## src/rtl/ps2_serial_rx.sv

```systemverilog
// ps2_serial_rx: PS/2 keyboard receiver. Synchronises the device-driven
// ps2_clk/ps2_data pair, assembles 11-bit frames (start, 8 data LSB-first,
// odd parity, stop), and presents good bytes with a ready flag held until
// the consumer acknowledges.
//
// Ports:
//   clk       system clock
//   clr       synchronous active-high reset
//   ps2_clk   PS/2 clock from device (asynchronous, idle high)
//   ps2_data  PS/2 data from device (asynchronous, idle high)
//   ack       consumer has taken data; clears rdy
//   data      last good received byte
//   rdy       data valid, held until ack
//   overrun   sticky: good frame arrived while rdy=1
//   err       one-cycle pulse on parity, stop or timeout failure
//
// Optional feature macro: PS2_CLK_FILTER_EN
//   defined   -> FILTER_LEN-sample stability filter on synced ps2_clk, with
//                ps2_data delayed by FILTER_LEN to keep sampling aligned
//   undefined -> synced ps2_clk used directly, FILTER_LEN unused
module ps2_serial_rx #(
  parameter int unsigned TIMEOUT_CYCLES = 50000,
  parameter int unsigned FILTER_LEN     = 8
) (
  input  logic       clk,
  input  logic       clr,
  input  logic       ps2_clk,
  input  logic       ps2_data,
  input  logic       ack,
  output logic [7:0] data,
  output logic       rdy,
  output logic       overrun,
  output logic       err
);

  localparam int unsigned TO_W = (TIMEOUT_CYCLES > 1) ? $clog2(TIMEOUT_CYCLES) : 1;
  localparam logic [TO_W-1:0] TO_LAST = TO_W'(TIMEOUT_CYCLES - 1);

  typedef enum logic [1:0] {
    S_IDLE   = 2'd0,
    S_DATA   = 2'd1,
    S_PARITY = 2'd2,
    S_STOP   = 2'd3
  } state_t;

  // Illegal parameter values leave this marker scope in the hierarchy.
  if (FILTER_LEN == 0 || TIMEOUT_CYCLES < 2) begin : g_unsupported_params
  end

  // Two-flop synchronisers; bit [1] is the synchronised value.
  logic [1:0] r_clk_sync;
  logic [1:0] r_data_sync;

  always_ff @(posedge clk) begin
    if (clr) begin
      r_clk_sync  <= 2'b11;
      r_data_sync <= 2'b11;
    end else begin
      r_clk_sync  <= {r_clk_sync[0], ps2_clk};
      r_data_sync <= {r_data_sync[0], ps2_data};
    end
  end

  logic w_clk;
  logic w_data;

`ifdef PS2_CLK_FILTER_EN
  localparam int unsigned FC_W = $clog2(FILTER_LEN + 1);

  logic                  r_clk_filt;
  logic [FC_W-1:0]       r_filt_cnt;
  logic [FILTER_LEN-1:0] r_data_dly;

  // Filtered clock flips only after FILTER_LEN consecutive differing samples;
  // data goes through a matching delay line.
  always_ff @(posedge clk) begin
    if (clr) begin
      r_clk_filt <= 1'b1;
      r_filt_cnt <= '0;
      r_data_dly <= '1;
    end else begin
      r_data_dly <= (r_data_dly << 1) | FILTER_LEN'(r_data_sync[1]);
      if (r_clk_sync[1] == r_clk_filt) begin
        r_filt_cnt <= '0;
      end else if (r_filt_cnt == FC_W'(FILTER_LEN - 1)) begin
        r_clk_filt <= r_clk_sync[1];
        r_filt_cnt <= '0;
      end else begin
        r_filt_cnt <= r_filt_cnt + 1'b1;
      end
    end
  end

  assign w_clk  = r_clk_filt;
  assign w_data = r_data_dly[FILTER_LEN-1];
`else
  assign w_clk  = r_clk_sync[1];
  assign w_data = r_data_sync[1];
`endif

  state_t          r_state;
  logic            r_clk_prev;
  logic [2:0]      r_bit_cnt;
  logic [7:0]      r_sr;
  logic            r_parity;
  logic [TO_W-1:0] r_to_cnt;
  logic [7:0]      r_data;
  logic            r_rdy;
  logic            r_overrun;
  logic            r_err;

  logic w_fall;
  logic w_timeout;
  logic w_good;

  assign w_fall    = r_clk_prev & ~w_clk;
  assign w_timeout = (r_to_cnt == TO_LAST);
  // Odd parity over data plus parity bit, and stop must be high.
  assign w_good    = w_data & (^r_sr ^ r_parity);

  // Frame FSM, timeout counter and consumer handshake.
  always_ff @(posedge clk) begin
    if (clr) begin
      r_state    <= S_IDLE;
      r_clk_prev <= 1'b1;
      r_bit_cnt  <= '0;
      r_sr       <= '0;
      r_parity   <= 1'b0;
      r_to_cnt   <= '0;
      r_data     <= '0;
      r_rdy      <= 1'b0;
      r_overrun  <= 1'b0;
      r_err      <= 1'b0;
    end else begin
      r_clk_prev <= w_clk;
      r_err      <= 1'b0;

      if (ack && r_rdy) begin
        r_rdy     <= 1'b0;
        r_overrun <= 1'b0;
      end

      // Saturating inactivity counter; held at zero while idle.
      if (w_fall || r_state == S_IDLE) begin
        r_to_cnt <= '0;
      end else if (!w_timeout) begin
        r_to_cnt <= r_to_cnt + 1'b1;
      end

      case (r_state)
        S_IDLE: begin
          if (w_fall && !w_data) begin
            r_state   <= S_DATA;
            r_bit_cnt <= '0;
          end
        end
        S_DATA: begin
          if (w_fall) begin
            r_sr      <= {w_data, r_sr[7:1]};
            r_bit_cnt <= r_bit_cnt + 1'b1;
            if (r_bit_cnt == 3'd7) r_state <= S_PARITY;
          end else if (w_timeout) begin
            r_err   <= 1'b1;
            r_state <= S_IDLE;
          end
        end
        S_PARITY: begin
          if (w_fall) begin
            r_parity <= w_data;
            r_state  <= S_STOP;
          end else if (w_timeout) begin
            r_err   <= 1'b1;
            r_state <= S_IDLE;
          end
        end
        S_STOP: begin
          if (w_fall) begin
            r_state <= S_IDLE;
            if (w_good) begin
              // Same-cycle ack frees the holding register for the new byte.
              if (!r_rdy || ack) begin
                r_data <= r_sr;
                r_rdy  <= 1'b1;
              end else begin
                r_overrun <= 1'b1;
              end
            end else begin
              r_err <= 1'b1;
            end
          end else if (w_timeout) begin
            r_err   <= 1'b1;
            r_state <= S_IDLE;
          end
        end
        default: r_state <= S_IDLE;
      endcase
    end
  end

  assign data    = r_data;
  assign rdy     = r_rdy;
  assign overrun = r_overrun;
  assign err     = r_err;

endmodule

```

## config.mk

```make
export PLATFORM = sky130hd
export DESIGN_NAME = ps2_serial_rx
export DESIGN_NICKNAME = d
export VERILOG_FILES = /design/src/rtl/ps2_serial_rx.sv
export SDC_FILE = /design/constraint.sdc
export NUM_CORES = 1
export LEC_CHECK = 0
export ABC_AREA = 1
export ABC_CLOCK_PERIOD_IN_PS = 2300
export BUFFER_PORTS_ARGS = -buffer_cell sky130_fd_sc_hd__buf_2
export CAP_MARGIN = 15
export CORE_ASPECT_RATIO = 2
export CORE_UTILIZATION = 50
export DETAILED_ROUTE_END_ITERATION = 8
export PLACE_DENSITY_LB_ADDON = 0.2
export SLEW_MARGIN = 20
export SYNTH_ARGS = -nofsm -noshare
export SYNTH_HDL_FRONTEND = slang
export SYNTH_SLANG_ARGS = --single-unit
```

## constraint.sdc

```tcl
create_clock -name clk -period 2.3 [get_ports clk]
set_clock_uncertainty 0.15 [all_clocks]
set_input_delay 0.46 -clock clk [delete_from_list [all_inputs] [get_ports clk]]
set_output_delay 0.46 -clock clk [all_outputs]
set_load 0.03 [all_outputs]
```

==> results.toml, run 1 <==
[routing]
drt_first_pass_iters = 5
detail_route.wl_per_cell_um = 12.15
routed_wirelength_um = 4605
detail_route.vias_per_cell = 5.082
drt_drc_violations_left = 0
via_count = 1926
drtAntennaViolNets = 0
dr.first_iter.drc_count = 24

[layout]
numnets_final = 338
ant_cells = 0
final_cells = 379
postLayoutCellArea_um2 = 2457
most_common_library_cell_in_the_layout_ignoring_fill_and_taps = "sky130_fd_sc_hd__nand2_1"
drive_above_1_share_pct = 12.54
fill_cells = 422
most-common-layout-cells = "64 x sky130_fd_sc_hd__nand2_1, 50 x sky130_fd_sc_hd__inv_1, 46 x sky130_fd_sc_hd__dfxtp_1, 33 x sky130_fd_sc_hd__nor2_1, 27 x sky130_fd_sc_hd__a21oi_1"
final_core_util_pct = 59.52
flow.area_growth_from_synthesis_pct = 12.42

[yosys]
post_syn_instances = 306
synth.area.mux_share_pct = 0
area_share_of_xor_xnor_cells_in_the_synthesized_design_pct = 2.404
synth.yosys.warnings = 0
ys_types = 29
post_synthesis_instance_area_um2 = 2186
ys_seq_area_share_pct = 42.13
synth_seq_cells = 46
adder_cell_share_of_the_synthesized_area_pct = 4.007
synth_compound_area_share_pct = 12.99
synth_top_family_by_area = "simple AND/OR/NAND/NOR gates"
synth_fp_nets = 318
synthesis.area_per_instance_um2 = 7.143
yosys.area_share.simple_pct = 27.82

[clock_network]
hold_buffers = 0
cts_root_buf = "sky130_fd_sc_hd__clkbuf_8"
cts-root-to-sink-buffers = 2
clk_pin_slew_ns = 0.08
cts_resized = 0
cts-buffers-inserted = 5
clock_sinks = 46
clock_tree.htree_level_count = 2
clk_latency_ns = 0.31
cts_post_setup_buffers_inserted = 0
tritoncts_clock_tree = "built"

[global_routing]
first_global_vias = 1869
first_pass_grt_wire_length_um = 7728
globalRouteTotalUtil_pct = 22.00
congestion_overflow_gr = 0
grt_antenna_before_repair = 0
grt_max_degree = 20

[placed_design]
placedCellCount = 371
detailed_place.area_um2 = 2315
gp_congestion = 0.7949
port_buffers = 15
detail_placement_hpwl_um = 3507

[setup_path]
worstPathArrival_ns = 1.89
setup.worst_path.class = "reg -> reg"
timing.critical_path.fanout_max = 4
crit_path_start = "r_to_cnt[0]"
setup.worst_path.start_class = "flip-flop"
endpoint_kind = "flip-flop"
worstPathRequired_ns = 2.34
r2r_start = "r_to_cnt[0]"

[timing]
worst_pin_slew_ns = 0.4073
relSlewSlack_pct = 72.62
timing.fmax_mhz = 540.8
period_share_pct = 80.40
timing.final.max_slew_violations = 0
hold_violations = 0
setup-violations-final = 0
rsz0062_at_grt = "false"
final_period_minus_worst_setup_slack_ns = 1.849
tns_ns = 0

[power_and_ir_drop]
power.ir.vdd_worst_uv = 506.7
p_leak_nw = 1.060
cellPowerDensity_nw_per_um2 = 738.4
report.power.total_w = 0.001815

[die]
initial_core_util_pct = 52.94
dieWidth_um = 48.76
placement_rows = 33
io_pins = 16
design.die.area_um2 = 4656
die_h_um = 95.51
floorplan.core_area_um2 = 4129

[hold_path]
min-delay-path-class = "in -> reg"
hp-start = "ps2_data"

[job]
drv.max_cap_violation_count = 0

[status]
outcome = "completed"
[worst paths after layout]
path | end | slack (ns) | cells past startpoint
worst max-delay path | r_to_cnt[12] | 0.45 | 8
worst max register to register | r_to_cnt[12] | 0.45 | 8
worst min register to register | r_clk_sync[1] | 0.26 | 1
worst min-delay path | r_data_sync[0] | 0.18 | 2
[per-stage QoR]
stage | setup slack [ns] | hold slack (ns)
after floorplan | 0.6801 | 0.2395
after global placement | 0.5195 | 0.2418
after detailed placement | 0.4861 | 0.2496
after CTS | 0.4699 | 0.1824
after global routing | 0.2196 | 0.1741
final | 0.4509 | 0.1829
[state kept, by name, summed over array words and instances (netlist names)]
| name | count |
|---|---|
| rdy | 1 |
| overrun | 1 |
| r_to_cnt | 16 |
| r_parity | 1 |
| r_bit_cnt | 3 |
| err | 1 |
| r_clk_sync | 2 |
| r_data_sync | 2 |
| r_sr | 8 |
| data | 8 |
| r_state | 2 |
| r_clk_prev | 1 |
[where the power goes]
group	internal, W	total (W)	switching [W]
clock network	0.000463	0.000742	0.000278
registers	0.000821	0.000845	0.0000233
logic	0.0000803	0.000228	0.000148
total	0.00136	0.00181	0.000450
[cell usage after synthesis]
library cell,count,area (um^2)
sky130_fd_sc_hd__xnor2_1,4,35.03
sky130_fd_sc_hd__o211ai_1,1,7.510
sky130_fd_sc_hd__clkbuf_1,3,11.26
sky130_fd_sc_hd__nor4_1,4,25.02
sky130_fd_sc_hd__o211a_1,1,10.01
sky130_fd_sc_hd__o21bai_1,1,7.510
sky130_fd_sc_hd__a31oi_1,1,6.260
sky130_fd_sc_hd__dfxtp_1,46,920.9
sky130_fd_sc_hd__nand2_1,64,240.2
sky130_fd_sc_hd__inv_2,2,7.510
sky130_fd_sc_hd__nand3_1,12,60.06
sky130_fd_sc_hd__nand4_4,1,21.27
sky130_fd_sc_hd__or2_2,4,25.02
sky130_fd_sc_hd__nand4_1,6,37.54
sky130_fd_sc_hd__nor2_1,33,123.9
sky130_fd_sc_hd__o21ai_1,1,5.000
sky130_fd_sc_hd__ha_1,7,87.58
sky130_fd_sc_hd__xor2_1,2,17.52
sky130_fd_sc_hd__nor3_2,1,10.01
sky130_fd_sc_hd__a21oi_1,27,135.1
sky130_fd_sc_hd__inv_1,50,187.7
sky130_fd_sc_hd__nand2_2,4,25.02
sky130_fd_sc_hd__buf_6,2,22.52
sky130_fd_sc_hd__o21a_1,1,7.510
sky130_fd_sc_hd__clkinv_1,1,3.750
sky130_fd_sc_hd__nor2_2,2,12.51
sky130_fd_sc_hd__nor4_2,1,12.51
sky130_fd_sc_hd__o21ai_0,21,105.1
sky130_fd_sc_hd__nor3_1,3,15.01
[final cells by class]
| type | count | area, um^2 | share of cell area (%) |
|---|---|---|---|
| Clock buffer | 6 | 82.58 | 3.360 |
| Multi-Input combinational cell | 202 | 1032 | 42.01 |
| Inverter | 53 | 198.9 | 8.096 |
| Timing Repair Buffer | 18 | 97.59 | 3.971 |
| Clock inverter | 2 | 60.06 | 2.444 |
| Sequential cell | 46 | 920.9 | 37.47 |
| Tap cell | 52 | 65.06 | 2.648 |
[kinds of logic (layout without fill, tap and decap cells)]
kind of cell / after synthesis / after routing
xor+xnor: 6 / 6
compound gates: 54 / 54
simple gates: 135 / 135
flops: 46 / 46
buf+inv: 58 / 79
fa+ha+maj: 7 / 7
[metal layers]
layer	up-vias	routed length (um)	track usage [%]
met5	-	0	0
met1	880	1683	18.20
met3	12	84	4.306
li1	1008	-	-
met4	0	156	12.50
met2	26	2680	45.95
[critical path, stage by stage (launching register included)]
cell and delay [ns]:
sky130_fd_sc_hd__dfxtp_1 0.39, sky130_fd_sc_hd__ha_1 0.20, sky130_fd_sc_hd__nand3_1 0.14, sky130_fd_sc_hd__nor2_1 0.19, sky130_fd_sc_hd__inv_1 0.09, sky130_fd_sc_hd__nor4_1 0.17, sky130_fd_sc_hd__nand4_1 0.16, sky130_fd_sc_hd__o21ai_0 0.20
sky130_fd_sc_hd__a21oi_1 0.06
Power figures use the tool's default switching activity.
==> inputs of run 2 (changes only) <==
Settings changed: ABC_AREA 1 to 0, ABC_CLOCK_PERIOD_IN_PS 2300 to 1900.
Clock period 2.3 ns to 1.9 ns, I/O delays scaled along.
==> run 2 against run 1 <==
  * Worst hold slack worse by 0.072 ns
  * Wire length down 13%
  * Register-to-register slack got worse by 0.37 ns
  * Final cell count fell by 21%
  * Maximum frequency increased by 1.5%
  * Non-clock buffer count is 12 higher
  * Power down 0.63%
  * Critical endpoint is now data[0]
  * Clock-buffer cell count is the same
  * Sequential share of layout area is 0.59 points higher
  * Sequential power is 16% higher
==> results.toml, run 2 <==
[status]
outcome = "completed"

[routing]
drt_drc_violations_left = 0
routed_wirelength_um = 3998
via_count = 1560
drt_first_pass_iters = 4
dr.first_iter.drc_count = 14
drtAntennaViolNets = 0
detail_route.vias_per_cell = 5.217
detail_route.wl_per_cell_um = 13.37

[setup_path]
worstPathArrival_ns = 1.86
cell_by_cell_trace_of_the_critical_path = "xor2_1, xnor3_2, mux2i_4, buf_12, mux2i_1, nor2_1"
path_delay_family = "XOR/XNOR gates"
setup.worst_path.start_class = "flip-flop"
timing.critical_path.fanout_max = 8
timing.critical_path.depth = 6
crit_path_end = "data[0]"
timing.critical_path.slowest_stage_cell = "sky130_fd_sc_hd__xnor3_2"
endpoint_kind = "flip-flop"
cpPeakStageDelay_ns = 0.44
r2r_cells = 6
setup.worst_path.class = "reg -> reg"
critical_path.reg2reg.endpoint = "data[0]"
r2r_start = "r_sr[2]"
timing.critical_path.buf_inv = 1
worstPathRequired_ns = 1.93
ff2ff_setup_slack_ns = 0.08
crit_path_start = "r_sr[2]"

[timing]
hold_violations = 0
relSlewSlack_pct = 76.04
worst_pin_slew_ns = 0.3545
timing.final.max_slew_violations = 0
period_share_pct = 95.93
tns_ns = 0
final_period_minus_worst_setup_slack_ns = 1.823
setup-violations-final = 0
timing.fmax_mhz = 548.7

[global_routing]
globalRouteTotalUtil_pct = 20.39
grt_antenna_before_repair = 0
grt_max_degree = 31
first_global_vias = 1516
congestion_overflow_gr = 0
first_pass_grt_wire_length_um = 6354

[hold_path]
hold-path-cell-count = 2
min-delay-path-class = "in -> reg"

[job]
drv.max_cap_violation_count = 0

[layout]
largest_register_ffs = 16
ant_cells = 0
most-common-layout-cells = "44 x sky130_fd_sc_hd__dfxtp_1, 37 x sky130_fd_sc_hd__nor2_1, 17 x sky130_fd_sc_hd__mux2i_1, 15 x sky130_fd_sc_hd__buf_2, 14 x sky130_fd_sc_hd__buf_4"
drive_above_1_share_pct = 22.18
most_common_library_cell_in_the_layout_ignoring_fill_and_taps = "sky130_fd_sc_hd__dfxtp_1"
flow.area_growth_from_synthesis_pct = 17.94
postLayoutCellArea_um2 = 2426
fill_cells = 371
largest-register = "r_to_cnt"
numnets_final = 259

[clock_network]
clk_pin_slew_ns = 0.09
cts-buffers-inserted = 5
hold_buffers = 0
tritoncts_clock_tree = "built"
cts_post_setup_buffers_inserted = 0
clock_tree.htree_level_count = 2
clk_latency_ns = 0.30
clock_sinks = 46
cts-root-to-sink-buffers = 2
cts_root_buf = "sky130_fd_sc_hd__clkbuf_8"

[die]
dieWidth_um = 47.36
design.die.area_um2 = 4390
placement_rows = 32
floorplan.core_area_um2 = 3884
io_pins = 16
initial_core_util_pct = 52.96
die_h_um = 92.71

[power_and_ir_drop]
internal_power_w = 0.001409
cellPowerDensity_nw_per_um2 = 743.2
power.ir.vdd_worst_uv = 599.1
power.sequential.fraction_pct = 54.5
power.share.clock_pct = 39.9
power_frac_comb_pct = 5.6
p_leak_nw = 1.039
report.power.total_w = 0.001803
power.switching_fraction_pct = 21.87
p_sw_w = 0.0003944

[yosys]
synth_most_common_cell = "sky130_fd_sc_hd__dfxtp_1"
synthesis.area_per_instance_um2 = 9.523
ys_types = 39
ys_async_sr_fraction_pct = 0
post_synthesis_instance_area_um2 = 2057
synth_seq_cells = 46
post_syn_instances = 216
netlist_top_cells_count = "46 x sky130_fd_sc_hd__dfxtp_1, 37 x sky130_fd_sc_hd__nor2_1, 17 x sky130_fd_sc_hd__mux2i_1"
synth.yosys.warnings = 0
synthTopCellsByArea = "sky130_fd_sc_hd__dfxtp_1 45%, sky130_fd_sc_hd__mux2i_1 8.3%, sky130_fd_sc_hd__nor2_1 6.8%, sky130_fd_sc_hd__ha_1 4.3%, sky130_fd_sc_hd__xnor2_1 4.3%"
synth_fp_nets = 228
ys_seq_area_share_pct = 44.77
synth_ff_type = "sky130_fd_sc_hd__dfxtp_1"
synth_edf_count = 0
synth.largest_area_cell = "sky130_fd_sc_hd__dfxtp_1"
yosys.area.top_type_share_pct = 44.77

[placed_design]
gp_congestion = 0.7901
detailed_place.area_um2 = 2290
detail_placement_hpwl_um = 3099
port_buffers = 15
## run 2: changes by cell type after synthesis, moves of 4 or more
cell | previous run | this run
sky130_fd_sc_hd__and4_1 | 0 | 4
sky130_fd_sc_hd__xor2_1 | 2 | 7
sky130_fd_sc_hd__xnor2_1 | 4 | 10
sky130_fd_sc_hd__nand3_1 | 12 | 6
sky130_fd_sc_hd__o21ai_0 | 21 | 7
sky130_fd_sc_hd__nor4_1 | 4 | 0
sky130_fd_sc_hd__nand2_2 | 4 | 0
sky130_fd_sc_hd__nand2_1 | 64 | 12
sky130_fd_sc_hd__nand2b_1 | 0 | 5
sky130_fd_sc_hd__nor2_1 | 33 | 37
sky130_fd_sc_hd__mux2i_1 | 0 | 17
sky130_fd_sc_hd__inv_1 | 50 | 4
sky130_fd_sc_hd__a21oi_1 | 27 | 10
sky130_fd_sc_hd__nand4_1 | 6 | 2
## run 2: final cells by class
type,instances,area (um^2),area share [%]
timing repair buffer,30,200.2,8.252
sequential,46,923.4,38.06
multi-input combinational,160,1114,45.90
clock inverter,2,37.54,1.547
clock buffer,6,72.57,2.991
tap,51,63.81,2.630
inverter,4,15.01,0.6189
## run 2: power by group through the flow
stage	Sequential, W	Clock [W]	Combinational, W
after CTS	0.000982	0.000740	0.000102
final	0.000982	0.000720	0.000101
after global placement	0.00100	0	0.0000995
after detailed placement	0.00100	0	0.000101
after floorplan	0.00100	0	0.0000711
after global routing	0.000984	0.000776	0.000114
## run 2: per-stage QoR
stage          std cells  setup slack (ns)  utilization, %  hold slack, ns
2_1_floorplan        216           0.05661               -          0.2395
3_3_place_gp         291           0.02931           58.96          0.2421
5_1_grt              299          -0.01084           62.47          0.1018
6_report             299           0.07737           62.47          0.1112
3_5_place_dp         291           0.06018           58.96          0.2533
4_1_cts              299           0.04885           61.79          0.1017
## run 2: timing repair
| action | in CTS | in global routing |
|---|---|---|
| endpoints found under the hold margin | 0 | 0 |
| setup endpoints to repair | 0 | 8 |
| resized for setup | 0 | 7 |
## run 2: worst min-delay path by stage
| stage | from | to | slack [ns] |
|---|---|---|---|
| 2_1_floorplan | r_clk_sync[0] | r_clk_sync[1] | 0.24 |
| 3_3_place_gp | r_clk_sync[0] | r_clk_sync[1] | 0.24 |
| 3_5_place_dp | r_data_sync[0] | r_data_sync[1] | 0.25 |
| 4_1_cts | ps2_data | r_data_sync[0] | 0.10 |
| 5_1_grt | ps2_data | r_data_sync[0] | 0.10 |
| 6_report | ps2_data | r_data_sync[0] | 0.11 |
## run 2: per-layer routing
layer / vias up / GRT usage (%) / part of all wire, %
met5: - / 0 / 0
met4: 0 / 10.00 / 2.7
met3: 9 / 4.288 / 1.6
met2: 18 / 39.73 / 60
met1: 732 / 16.73 / 35
li1: 801 / - / -
## run 2: kinds of logic after synthesis
kind of cell / after synthesis / synth area share [%]
and+or+nand+nor: 91 / 22.69
DFF: 46 / 44.77
AOI/OAI and AO/OA: 25 / 7.178
xor gates and xnor gates: 19 / 9.489
muxes: 18 / 9.367
buffers and inverters: 10 / 2.250
adders and majority gates: 7 / 4.258
==> inputs of run 3 (changes only) <==
Settings changed: MAX_ROUTING_LAYER from default to met4.
==> run 3 against run 2 <==
  * Die area unchanged
  * Cell area unchanged
  * Sequential cell count unchanged
  * Clock-buffer cell count unchanged
  * Maximum frequency about the same
  * Wire length about the same
  * Combinational power about the same
  * Utilization unchanged
  * Sequential share of layout area unchanged
  * First-iteration DRC count increased by 14%
  * Final cell count unchanged
==> results.toml, run 3 (same netlist as run 2, synthesis figures left out) <==
[placed_design]
port_buffers = 15
placedCellCount = 291
placement.setup.worst_slack_ns = 0.06018
detailed_place.area_um2 = 2290
detail_placement_hpwl_um = 3099
gp_congestion = 0.8013

[die]
die_h_um = 92.71
io_pins = 16
placement_rows = 32
floorplan.core_area_um2 = 3884
dieWidth_um = 47.36
initial_core_util_pct = 52.96
design.die.area_um2 = 4390

[layout]
most_common_library_cell_in_the_layout_ignoring_fill_and_taps = "sky130_fd_sc_hd__dfxtp_1"
numnets_final = 259
largest-register = "r_to_cnt"
layout.area.seq_um2 = 923.4
fill_cells = 371
drive_above_1_share_pct = 22.18
multiInputGateArea_um2 = 1114
largest_register_ffs = 16
postLayoutCellArea_um2 = 2426
most-common-layout-cells = "44 x sky130_fd_sc_hd__dfxtp_1, 37 x sky130_fd_sc_hd__nor2_1, 17 x sky130_fd_sc_hd__mux2i_1, 15 x sky130_fd_sc_hd__buf_2, 14 x sky130_fd_sc_hd__buf_4"
flow.area_growth_from_synthesis_pct = 17.94
ant_cells = 0
final_cells = 299

[power_and_ir_drop]
report.power.total_w = 0.001802
p_leak_nw = 1.039
cellPowerDensity_nw_per_um2 = 742.8
power.ir.vdd_worst_uv = 601.5

[timing]
setup_slack_ns = 0.07863
timing.final.max_slew_violations = 0
final_period_minus_worst_setup_slack_ns = 1.821
hold_violations = 0
tns_ns = 0
timing.fmax_mhz = 549.0
setup-violations-final = 0
relSlewSlack_pct = 76.04
worst_pin_slew_ns = 0.3545
period_share_pct = 95.86

[routing]
detail_route.vias_per_cell = 5.191
drtAntennaViolNets = 0
drt_drc_violations_left = 0
routed_wirelength_um = 3999
dr.first_iter.drc_count = 16
drt_first_pass_iters = 4
via_count = 1552
detail_route.wl_per_cell_um = 13.37

[hold_path]
min-delay-path-class = "in -> reg"
hold-path-endpoint = "r_data_sync[0]"
hp-start = "ps2_data"
hold-path-cell-count = 2

[clock_network]
hold_buffers = 0
clk_pin_slew_ns = 0.09
cts_root_buf = "sky130_fd_sc_hd__clkbuf_8"
clock_sinks = 46
cts-buffers-inserted = 5
clock_tree.htree_level_count = 2
cts-root-to-sink-buffers = 2
clk_latency_ns = 0.30
tritoncts_clock_tree = "built"

[global_routing]
globalRouteTotalUtil_pct = 20.90
grt_antenna_before_repair = 0
congestion_overflow_gr = 0
first_pass_grt_wire_length_um = 6368
first_global_vias = 1514
grt_max_degree = 31

[setup_path]
ff2ff_setup_slack_ns = 0.08
r2r_cells = 6
r2r_start = "r_sr[2]"
critical_path.reg2reg.endpoint = "data[0]"
worstPathRequired_ns = 1.93
worstPathArrival_ns = 1.86
timing.critical_path.fanout_max = 8
setup.worst_path.start_class = "flip-flop"
endpoint_kind = "flip-flop"
setup.worst_path.class = "reg -> reg"

[job]
drv.max_cap_violation_count = 0

[status]
outcome = "completed"
==> run 3: cell counts in the layout (fill, tap and decap cells not counted) <==
Identical to the previous run, type by type.
==> run 3: where the power goes <==
group          internal (W)  switching [W]
Clock              0.000392       0.000326
Sequential         0.000973     0.00000893
Combinational     0.0000432      0.0000580
Total               0.00141       0.000393
==> run 3: cell type report <==
cell class	instances	area share, %
Clock buffer	6	2.991
Timing Repair Buffer	30	8.252
Inverter	4	0.6189
Tap cell	51	2.630
Sequential cell	46	38.06
Clock inverter	2	1.547
Multi-Input combinational cell	160	45.90
==> run 3: routing by layer <==
metal / share of wire, % / global-route usage (%) / up-vias
met4: 2.4 / 10.00 / 0
met5: 0 / - / -
met1: 35 / 16.85 / 725
met3: 1.8 / 4.288 / 6
li1: - / - / 802
met2: 60 / 39.61 / 19
==> run 3: repair_timing <==
item,4_1_cts,5_1_grt
endpoints found under the setup margin,0,8
gates resized for setup,0,7
setup buffers,0,0
==> run 3: worst max path at each step <==
| stage | startpoint | to | cells past startpoint |
|---|---|---|---|
| 3_3_place_gp | r_sr[3] | err | 5 |
| 4_1_cts | r_sr[3] | data[2] | 6 |
| 5_1_grt | r_state[0] | data[4] | 7 |
| 6_report | r_sr[2] | data[0] | 6 |
| 3_5_place_dp | r_sr[3] | data[4] | 6 |
| 2_1_floorplan | r_sr[3] | data[0] | 5 |
==> run 3: worst max-delay path: stages (launching register included) <==
cell and delay (ns):
sky130_fd_sc_hd__dfxtp_2 0.33, sky130_fd_sc_hd__xor2_1 0.15, sky130_fd_sc_hd__xnor3_2 0.44, sky130_fd_sc_hd__mux2i_4 0.26, sky130_fd_sc_hd__buf_12 0.15, sky130_fd_sc_hd__mux2i_1 0.17
sky130_fd_sc_hd__nor2_1 0.06
==> run 3: per-stage QoR <==
stage	util (%)	hold WS (ns)
5_1_grt	62.47	0.09909
3_3_place_gp	58.96	0.2421
3_5_place_dp	58.96	0.2533
2_1_floorplan	-	0.2395
6_report	62.47	0.1107
4_1_cts	61.79	0.1017
